==> config.mk <==
export PLATFORM = sky130hd
export DESIGN_NAME = fixed_point_alu_seq
export DESIGN_NICKNAME = d
export VERILOG_FILES = /design/src/rtl/fixed_point_alu_seq.sv
export SDC_FILE = /design/constraint.sdc
export NUM_CORES = 1
export LEC_CHECK = 0
export CAP_MARGIN = 10
export CORE_MARGIN = 5
export CORE_UTILIZATION = 41
export DETAILED_ROUTE_END_ITERATION = 12
export HOLD_SLACK_MARGIN = 0.1
export PLACE_DENSITY = 0.62
export REMOVE_ABC_BUFFERS = 1
export SLEW_MARGIN = 20
export SYNTH_ARGS = -nofsm -noshare
export SYNTH_HDL_FRONTEND = slang
export SYNTH_SLANG_ARGS = --single-unit
export TNS_END_PERCENT = 1
==> constraint.sdc <==
create_clock -name clk -period 10.2 [get_ports clk]
set_clock_uncertainty 0.15 [all_clocks]
set_input_delay 1.02 -clock clk [delete_from_list [all_inputs] [get_ports clk]]
set_output_delay 1.02 -clock clk [all_outputs]
set_load 0.05 [all_outputs]
==> src/rtl/fixed_point_alu_seq.sv <==
// Sequential signed fixed-point ALU (Qm.n, N total bits, Q fractional bits).
// add/sub finish in one cycle; multiply is shift-add and divide is restoring
// division, both one bit per cycle, behind a start/busy/done handshake.
// Optional feature macro: FXP_ALU_SAT_EN -- when defined, overflowing results
// saturate to the most positive/negative value; otherwise they wrap.
module fixed_point_alu_seq #(
    parameter int N = 32,
    parameter int Q = 20
) (
    input  logic         clk,
    input  logic         rst,
    input  logic         start,
    input  logic [1:0]   op,
    input  logic [N-1:0] a,
    input  logic [N-1:0] b,
    output logic         busy,
    output logic         done,
    output logic [N-1:0] result,
    output logic         overflow
);
    localparam int W  = 2 * N;      // full product width
    localparam int DW = N + Q;      // dividend (|a| << Q) and quotient width
    localparam int CW = $clog2(DW + 1);

    typedef enum logic [1:0] {IDLE, MUL, DIV, FIN} state_t;

    state_t         state_q, state_d;
    logic [CW-1:0]  cnt_q, cnt_d;
    logic           sign_q, sign_d;
    logic [W-1:0]   acc_q, acc_d;
    logic [W-1:0]   mcand_q, mcand_d;
    logic [N-1:0]   mplier_q, mplier_d;
    logic [DW-1:0]  divq_q, divq_d;
    logic [N-1:0]   rem_q, rem_d;
    logic [N-1:0]   divisor_q, divisor_d;
    logic [N-1:0]   result_q, result_d;
    logic           overflow_q, overflow_d;

    logic signed [N:0] sa, sb, sum;
    logic [W-1:0]      acc_nx;
    logic [N:0]        rem_sh;
    logic              qbit;
    logic [DW-1:0]     divq_nx;

    // Unsigned magnitude; -2^(N-1) maps to 2^(N-1), which still fits in N bits.
    function automatic logic [N-1:0] magnitude(input logic [N-1:0] x);
        return x[N-1] ? -x : x;
    endfunction

    function automatic logic [N-1:0] clamp(input logic neg);
        return neg ? {1'b1, {(N-1){1'b0}}} : {1'b0, {(N-1){1'b1}}};
    endfunction

    // Apply the sign to a magnitude, flag overflow, and wrap or saturate.
    // A zero magnitude is always returned as +0.
    function automatic logic [N:0] finalize(input logic [W-1:0] mag, input logic sign);
        logic         neg;
        logic         ovf;
        logic [N-1:0] lo;
        logic [N-1:0] val;
        logic [W-1:0] lim;
        lim = W'(1) << (N - 1);
        lo  = mag[N-1:0];
        neg = sign && (mag != '0);
        ovf = neg ? (mag > lim) : (mag >= lim);
        val = neg ? -lo : lo;
`ifdef FXP_ALU_SAT_EN
        if (ovf) val = clamp(neg);
`endif
        return {ovf, val};
    endfunction

    // Add/sub overflow: the N+1-bit sum's top two bits disagree.
    function automatic logic [N:0] addsub_finalize(input logic signed [N:0] s);
        logic         ovf;
        logic [N-1:0] val;
        ovf = s[N] ^ s[N-1];
        val = s[N-1:0];
`ifdef FXP_ALU_SAT_EN
        if (ovf) val = clamp(s[N]);
`endif
        return {ovf, val};
    endfunction

    // Next-state, iteration datapath and result loading on entry to FIN.
    always_comb begin
        state_d    = state_q;
        cnt_d      = cnt_q;
        sign_d     = sign_q;
        acc_d      = acc_q;
        mcand_d    = mcand_q;
        mplier_d   = mplier_q;
        divq_d     = divq_q;
        rem_d      = rem_q;
        divisor_d  = divisor_q;
        result_d   = result_q;
        overflow_d = overflow_q;

        sa      = $signed({a[N-1], a});
        sb      = $signed({b[N-1], b});
        sum     = '0;
        acc_nx  = acc_q + (mplier_q[0] ? mcand_q : '0);
        rem_sh  = {rem_q, divq_q[DW-1]};
        qbit    = (rem_sh >= {1'b0, divisor_q});
        divq_nx = {divq_q[DW-2:0], qbit};

        case (state_q)
            IDLE: begin
                if (start) begin
                    sign_d = a[N-1] ^ b[N-1];
                    cnt_d  = '0;
                    case (op)
                        2'b10: begin
                            acc_d    = '0;
                            mcand_d  = W'(magnitude(a));
                            mplier_d = magnitude(b);
                            state_d  = MUL;
                        end
                        2'b11: begin
                            if (b == '0) begin
                                // Divide by zero: no iterations, clamp by sign of a.
                                result_d   = clamp(a[N-1]);
                                overflow_d = 1'b1;
                                state_d    = FIN;
                            end else begin
                                divq_d    = {magnitude(a), {Q{1'b0}}};
                                rem_d     = '0;
                                divisor_d = magnitude(b);
                                state_d   = DIV;
                            end
                        end
                        default: begin
                            sum = op[0] ? (sa - sb) : (sa + sb);
                            {overflow_d, result_d} = addsub_finalize(sum);
                            state_d = FIN;
                        end
                    endcase
                end
            end
            MUL: begin
                acc_d    = acc_nx;
                mcand_d  = mcand_q << 1;
                mplier_d = mplier_q >> 1;
                cnt_d    = cnt_q + CW'(1);
                if (cnt_q == CW'(N - 1)) begin
                    {overflow_d, result_d} = finalize(acc_nx >> Q, sign_q);
                    state_d = FIN;
                end
            end
            DIV: begin
                // Remainder stays below the divisor, so its top bit is always clear.
                rem_d  = qbit ? N'(rem_sh - {1'b0, divisor_q}) : rem_sh[N-1:0];
                divq_d = divq_nx;
                cnt_d  = cnt_q + CW'(1);
                if (cnt_q == CW'(DW - 1)) begin
                    {overflow_d, result_d} = finalize(W'(divq_nx), sign_q);
                    state_d = FIN;
                end
            end
            FIN: begin
                state_d = IDLE;
            end
            default: begin
                state_d = IDLE;
            end
        endcase
    end

    // State and datapath registers; reset aborts any operation in flight.
    always_ff @(posedge clk or posedge rst) begin
        if (rst) begin
            state_q    <= IDLE;
            cnt_q      <= '0;
            sign_q     <= 1'b0;
            acc_q      <= '0;
            mcand_q    <= '0;
            mplier_q   <= '0;
            divq_q     <= '0;
            rem_q      <= '0;
            divisor_q  <= '0;
            result_q   <= '0;
            overflow_q <= 1'b0;
        end else begin
            state_q    <= state_d;
            cnt_q      <= cnt_d;
            sign_q     <= sign_d;
            acc_q      <= acc_d;
            mcand_q    <= mcand_d;
            mplier_q   <= mplier_d;
            divq_q     <= divq_d;
            rem_q      <= rem_d;
            divisor_q  <= divisor_d;
            result_q   <= result_d;
            overflow_q <= overflow_d;
        end
    end

    assign busy     = (state_q != IDLE);
    assign done     = (state_q == FIN);
    assign result   = result_q;
    assign overflow = overflow_q;

endmodule

==> results of run 1 <==
per-stage QoR:
stage	cell area (um^2)	setup slack, ns	util (%)	instances	hold slack [ns]
final	27700	3.87	46.2	3828	0.329
after global routing	27700	3.37	46.2	3828	0.348
after CTS	27700	3.99	46.2	3828	0.330
after detailed placement	26300	3.66	43.9	3761	0.318
after global placement	26300	3.67	43.9	3761	0.314
after floorplan	24000	-0.902	-	2846	0.289
cells in the final DEF, fill, tap and decap left out, drive strengths merged, types with 8 or more instances in the layout:
cell type,netlist,final
a22o,58,58
nand2b,43,43
nor3,79,79
xnor2,137,137
o21bai,20,20
nor2b,20,20
a21oi,241,241
clkbuf,152,54
nand4,42,42
or2,10,10
nor4,29,29
or3,30,30
nand2,358,358
a22oi,8,8
o31ai,37,37
a221o,33,33
a31oi,21,21
o211ai,20,20
a21o,64,64
mux2i,47,47
buf,22,30
xor2,98,98
inv,92,93
and2,77,77
or4,17,17
a21boi,13,13
dfrtp,318,318
o21ai,259,259
nand3,85,85
ha,138,138
o21a,17,17
nor2,187,187
o41ai,10,10
o22ai,39,39
and4,8,8
clkdlybuf4s50,0,103
and3,47,47
a211oi,36,36
a221oi,22,22
state kept, by name, summed over array words and instances, names as in the netlist:
signal,flops
mcand_q,64
sign_q,1
result,32
acc_q,64
divq_q,52
cnt_q,6
rem_q,32
overflow,1
mplier_q,32
state_q,2
divisor_q,32
power groups by stage:
stage,Combinational [mW],Sequential (mW),Clock [mW]
floorplan,3.42,2.23,0
global placement,4.94,2.18,0
detailed placement,5.02,2.19,0
CTS,5.05,2.17,1.58
global route,5.56,2.23,1.62
finish,5.13,2.19,1.55
path summary, 6_finish.rpt:
| path | slack, ns | startpoint | to |
|---|---|---|---|
| max | 3.87 | rem_q[0]$_DFFE_PP0P_ | result[12]$_DFFE_PP0P_ |
| min | 0.33 | divisor_q[17]$_DFFE_PP0P_ | divisor_q[17]$_DFFE_PP0P_ |
| max reg2reg | 3.87 | rem_q[0]$_DFFE_PP0P_ | result[12]$_DFFE_PP0P_ |
| min reg2reg | 0.33 | divisor_q[17]$_DFFE_PP0P_ | divisor_q[17]$_DFFE_PP0P_ |
| max in group asynchronous | 7.51 | rst | acc_q[19]$_DFFE_PP0P_ |
| min in group asynchronous | 0.84 | rst | rem_q[6]$_DFFE_PP0P_ |
logic make-up after synthesis:
| kind of cell | count (synthesis) |
|---|---|
| XOR/XNOR | 235 |
| multiplexers | 51 |
| AO/OA/AOI/OAI | 950 |
| adder cells (fa/ha/maj) | 141 |
| AND/OR/NAND/NOR | 1057 |
| flip-flops | 318 |
| buffers and inverters | 268 |
metal layers:
| metal | vias up | share of wire [%] | GRT usage (%) |
|---|---|---|---|
| li1 | 10997 | - | - |
| met1 | 11587 | 47 | 39.3 |
| met2 | 1033 | 42 | 37.6 |
| met3 | 144 | 8.4 | 4.82 |
| met4 | 6 | 3.1 | 7.63 |
| met5 | - | 0.082 | 0 |
final cells by class:
cell class,instances,area [um^2],area share [%]
Multi-Input combinational cell,2434,15800,56.9
Sequential cell,318,7960,28.7
Timing Repair Buffer,133,1260,4.56
Clock buffer,54,1120,4.06
Tap cell,782,978,3.53
Inverter,94,360,1.30
Clock inverter,13,255,0.920
tightest hold or removal path, stage by stage, from the launching register on:
cell and delay (ns):
dfrtp_1 0.34, nand2_1 0.05, o21ai_0 0.06
==> results.sh, run 1 <==
export IMPL_critPathTopFamily="compound AO/OA/AOI/OAI gates"
export IMPL_nFillCells=5847
export IMPL_post_cts_buffers=0
export IMPL_antenna_cells=0
export IMPL_drive_above_1_share_pct=4.60
export IMPL_grt_max_degree=117
export IMPL_max_freq_mhz=158
export IMPL_post_cts_resized=0
export IMPL_synthTopCellsByCount="nand2_1, dfrtp_1, o21ai_0, a21oi_1, nor2_1"
export IMPL_setup_viol=0
export IMPL_yosysMostFrequentCell="nand2_1"
export IMPL_slowest_delay_ns=0.74
export IMPL_start_util_pct=41.1
export IMPL_max_cap_viol_count=0
export IMPL_syn_cell_area_um2=24700
export IMPL_synth_xor_area_share_pct=8.34
export IMPL_row_count=90
export IMPL_die_y_um=255
export IMPL_fin_crit_sh_pct=62.0
export IMPL_synthSimpleGateAreaFrac_pct=21.0
export IMPL_place_hpwl_mm=66.7
export IMPL_drc=0
export IMPL_areaGrowthSynthToFinish_pct=12.4
export IMPL_power_per_cell_area_nw_per_um2=320
export IMPL_crit_cells=23
export IMPL_finalWirelength_mm=88.9
export IMPL_h_tree_depth=2
export IMPL_yosys_warnings=0
export IMPL_ff2ff_path_depth=23
export IMPL_path_cells="ha_1, nor2b_1, o21a_1, o21ai_0, nor3b_1, o31ai_1, a311oi_1, o21ba_2, o21ai_4, inv_1, ha_1, nand3_1, or2_2, nand2b_1, nand2b_1, nor3_1, nor2_1, buf_4, o31ai_1, xnor2_1, a211o_1, a31oi_1, nor2_1"
export IMPL_insertion_delay_ns=0.57
export IMPL_synth_top_cells_by_area="dfrtp_1, ha_1, nand2_1, o21ai_0, xnor2_1"
export IMPL_maxSlewViolCount=0
export IMPL_synth_distinct_cells=88
export IMPL_gr_total_overflow=0
export IMPL_status="finished clean"
export IMPL_synth_cells=3020
export IMPL_die_x_um=255
export IMPL_final_hold_violation_count=0
export IMPL_cts_tree="yes"
export IMPL_first_iter_violations=2704
export IMPL_p_clk_share_pct=17.4
export IMPL_switching_share_pct=48.8
export IMPL_clockBufferDepth=3
export IMPL_drt_first_pass_iters=6
export IMPL_synth_edf_count=0
export IMPL_top_level_ports=104
export IMPL_path_clk_slew_ns=0.07
export IMPL_maxSlewHeadroom_pct=28.6
export IMPL_slowest_stage="a311oi_1"
export IMPL_dieArea_um2=65200
export IMPL_final_setup_tns_ns=0
export IMPL_crit_fanout=13
export IMPL_cts_made_buffers=40
export IMPL_synth_compound_area_share_pct=24.9
export IMPL_clockRootBuffer="clkbuf_16"
export IMPL_totalPowerFinal_mw=8.86
export IMPL_place_congestion=1.02
export IMPL_hold_class="reg -> reg"
export IMPL_syn_avg_cell_area_um2=8.17
export IMPL_antenna_found_initial=4
export IMPL_vias=23767
export IMPL_cp_start_kind="flop"
export IMPL_ir_drop_uv=222
export IMPL_synth_ff_latch_count=318
export IMPL_cp_required_ns=10.50
export IMPL_fp_coreArea_um2=60000
export IMPL_port_buffers=103
export IMPL_crit_type="reg -> reg"
export IMPL_vias_per_cell=6.21
export IMPL_grt_pass1_wl_mm=135
export IMPL_track_usage_pct=25.9
export IMPL_period_needed_ns=6.33
export IMPL_ant_nets=0
export IMPL_nNetsFinal=3231
export IMPL_cts_hold_buf=0
export IMPL_yosysTopAreaCell="dfrtp_1"
export IMPL_tightest_slew_ns=1.07
export IMPL_comb_power_share_pct=57.9
export IMPL_synthArstFlopShare_pct=100
export IMPL_synth_top_family_by_area="compound AO/OA/AOI/OAI gates"
export IMPL_synth_flop_cell="dfrtp_1"
export IMPL_grt_pass1_vias=22021
export IMPL_pwr_share_seq_pct=24.7
export IMPL_muxShareOfSynthArea_pct=2.10
export IMPL_clock_sinks=318
export IMPL_crit_arrival_ns=6.63
export IMPL_internal_power_mw=4.54
export IMPL_rsz0062_at_grt="no"
export IMPL_ys_seq_area_share_pct=32.3
export IMPL_critPathCaptureType="flop"
export IMPL_wl_per_cell_um=23.2
export IMPL_holdPathStages=2
export IMPL_p_switching_mw=4.32
export IMPL_p_leak_nw=12.4
export IMPL_synth_top_area_share_pct=32.3
export IMPL_synth_fa_ha_area_share_pct=7.24
export IMPL_critical_path_buf_inv_count=2
Note: power is estimated with default switching activity, not from simulation.
==> run 2, diff against run 1 <==
--- a/config.mk
+++ b/config.mk
@@ -10,7 +10,7 @@
 export CORE_UTILIZATION = 41
 export DETAILED_ROUTE_END_ITERATION = 12
 export HOLD_SLACK_MARGIN = 0.1
-export PLACE_DENSITY = 0.62
+export PLACE_DENSITY = 0.6
 export REMOVE_ABC_BUFFERS = 1
 export SLEW_MARGIN = 20
 export SYNTH_ARGS = -nofsm -noshare
==> constraint.sdc (replaced) <==
create_clock -name clk -period 6.51 [get_ports clk]
set_clock_uncertainty 0.15 [all_clocks]
set_input_delay 0.651 -clock clk [delete_from_list [all_inputs] [get_ports clk]]
set_output_delay 0.651 -clock clk [all_outputs]
set_load 0.05 [all_outputs]
==> run 2 against run 1 <==
Flip-flop and latch count is the same. Hold slack gained 0.0026 ns. Highest routed layer is now met4. Sequential power grew 55%. Maximum frequency grew 4.9%. First-iteration DRC count shrank 15%. Clock power grew 43%. Setup slack lost 3.4 ns. Global-route usage grew 0.18 points. Critical path depth shrank 7. Die area is the same.
==> results.sh, run 2 (synthesis results as in run 1) <==
export IMPL_final_instance_count_excl_fill=3853
export IMPL_post_place_ws_ns=0.453
export IMPL_ant_nets=0
export IMPL_rrSetupSlack_ns=0.48
export IMPL_setup_viol=0
export IMPL_cp_start_kind="flop"
export IMPL_crit_type="reg -> reg"
export IMPL_nNetsFinal=3252
export IMPL_grt_pass1_wl_mm=136
export IMPL_die_y_um=255
export IMPL_row_count=90
export IMPL_antenna_found_initial=2
export IMPL_placed_cells=3782
export IMPL_totalPowerFinal_mw=13.8
export IMPL_period_needed_ns=6.03
export IMPL_wl_per_cell_um=23.2
export IMPL_maxSlewHeadroom_pct=28.3
export IMPL_die_x_um=255
export IMPL_final_cell_mix="nand2_1, dfrtp_1, o21ai_0"
export IMPL_grt_max_degree=166
export IMPL_rsz0062_at_grt="no"
export IMPL_clockRootBuffer="clkbuf_16"
export IMPL_top_regs="acc_q (64), mcand_q (64), divq_q (52)"
export IMPL_insertion_delay_ns=0.58
export IMPL_worstReg2RegStart="mplier_q[0]$_DFFE_PP0P_"
export IMPL_fp_coreArea_um2=60000
export IMPL_hold_slack_ns=0.331
export IMPL_max_freq_mhz=166
export IMPL_min_from="divisor_q[29]$_DFFE_PP0P_"
export IMPL_areaGrowthSynthToFinish_pct=12.8
export IMPL_port_buffers=103
export IMPL_path_clk_slew_ns=0.06
export IMPL_clockBufferDepth=3
export IMPL_r2r_end="result[30]$_DFFE_PP0P_"
export IMPL_ir_drop_uv=427
export IMPL_post_cts_buffers=0
export IMPL_gr_total_overflow=0
export IMPL_status="finished clean"
export IMPL_dieArea_um2=65200
export IMPL_clock_sinks=318
export IMPL_final_common_cell="nand2_1"
export IMPL_placed_area_um2=26500
export IMPL_top_level_ports=104
export IMPL_drt_first_pass_iters=5
export IMPL_max_cap_viol_count=0
export IMPL_p_leak_nw=12.4
export IMPL_final_hold_violation_count=0
export IMPL_vias=23596
export IMPL_critPathCaptureType="flop"
export IMPL_maxSlewViolCount=0
export IMPL_post_cts_resized=0
export IMPL_hold_class="reg -> reg"
export IMPL_finalWirelength_mm=89.2
export IMPL_tightest_slew_ns=1.07
export IMPL_drive_above_1_share_pct=5.37
export IMPL_whs_endpoint="divisor_q[29]$_DFFE_PP0P_"
export IMPL_timing_final_ws_setup_ns=0.478
export IMPL_cts_made_buffers=40
export IMPL_ff2ff_path_depth=16
export IMPL_fin_crit_sh_pct=92.7
export IMPL_place_hpwl_mm=67.9
export IMPL_start_util_pct=41.1
export IMPL_cts_tree="yes"
export IMPL_vias_per_cell=6.12
export IMPL_holdPathStages=2
export IMPL_crit_fanout=35
export IMPL_grt_pass1_vias=22280
export IMPL_final_area_um2=27800
export IMPL_cts_hold_buf=0
export IMPL_h_tree_depth=2
export IMPL_power_per_cell_area_nw_per_um2=496
export IMPL_cp_required_ns=6.82
export IMPL_place_congestion=0.972
export IMPL_drc=0
export IMPL_track_usage_pct=26.1
export IMPL_crit_arrival_ns=6.34
export IMPL_first_iter_violations=2298
==> run 2: cell count changes in the layout (fill, tap and decap cells not counted), moves of 2 or more <==
cell / previous run / this run
buf_4: 28 / 48
bufinv_16: 7 / 2
clkinv_2: 2 / 6
buf_12: 0 / 3
clkinv_4: 1 / 4
buf_6: 2 / 0
clkbuf_8: 5 / 7
==> run 2: worst max-delay path by stage <==
| stage | start | to | slack, ns | cells after the start |
|---|---|---|---|---|
| 2_1_floorplan | state_q[1]$_DFFE_PP0P_ | acc_q[54]$_DFFE_PP0P_ | -4.59 | 5 |
| 3_3_place_gp | b[9] | overflow$_DFFE_PP0P_ | 0.50 | 21 |
| 3_5_place_dp | b[9] | overflow$_DFFE_PP0P_ | 0.45 | 21 |
| 4_1_cts | mplier_q[0]$_DFFE_PP0P_ | result[27]$_DFFE_PP0P_ | 0.69 | 17 |
| 5_1_grt | mplier_q[0]$_DFFE_PP0P_ | result[19]$_DFFE_PP0P_ | 0.26 | 17 |
| 6_report | mplier_q[0]$_DFFE_PP0P_ | result[30]$_DFFE_PP0P_ | 0.48 | 16 |
==> run 2: final cells by class <==
| class | count | area, um^2 |
|---|---|---|
| Sequential cell | 318 | 7960 |
| Clock buffer | 55 | 1130 |
| Clock inverter | 15 | 158 |
| Antenna cell | 1 | 2.50 |
| Inverter | 94 | 360 |
| Fill cell | 5874 | 32200 |
| Timing Repair Buffer | 154 | 1450 |
| Tap cell | 782 | 978 |
| Multi-Input combinational cell | 2434 | 15800 |
==> run 2: per-layer routing <==
layer | track usage (%) | wire length (um) | up-vias
met1 | 38.9 | 41700 | 11546
met5 | 0 | 0 | -
met4 | 7.17 | 2720 | 0
li1 | - | - | 11048
met2 | 39.1 | 38300 | 869
met3 | 4.68 | 6540 | 133
==> run 2: worst max-delay path: stages (launching register included) <==
cell and delay (ns):
dfrtp_1 0.35, buf_4 0.23, and2_1 0.23, ha_1 0.46
nand4_1 0.33, nor4_1 0.51, o211ai_1 0.29, a21oi_1 0.48
nor3_1 0.13, xnor2_1 0.22, or3_1 0.39, or4_4 0.58
or2_1 0.35, o41ai_2 0.39, xor2_1 0.45, o21ai_1 0.18
o211a_1 0.15
==> run 2: stage by stage <==
stage	setup TNS (ns)	util (%)
floorplan	-1596.94	-
global placement	0	44.2
detailed placement	0	44.2
CTS	0	46.4
global route	0	46.4
finish	0	46.4
==> run 2: where the power goes <==
| part | internal, mW | leakage (nW) | switching, mW | total, mW |
|---|---|---|---|---|
| sequential | 2.69 | 4.13 | 0.709 | 3.40 |
| clock | 1.29 | 0.632 | 0.925 | 2.22 |
| combinational | 3.02 | 7.68 | 5.16 | 8.19 |
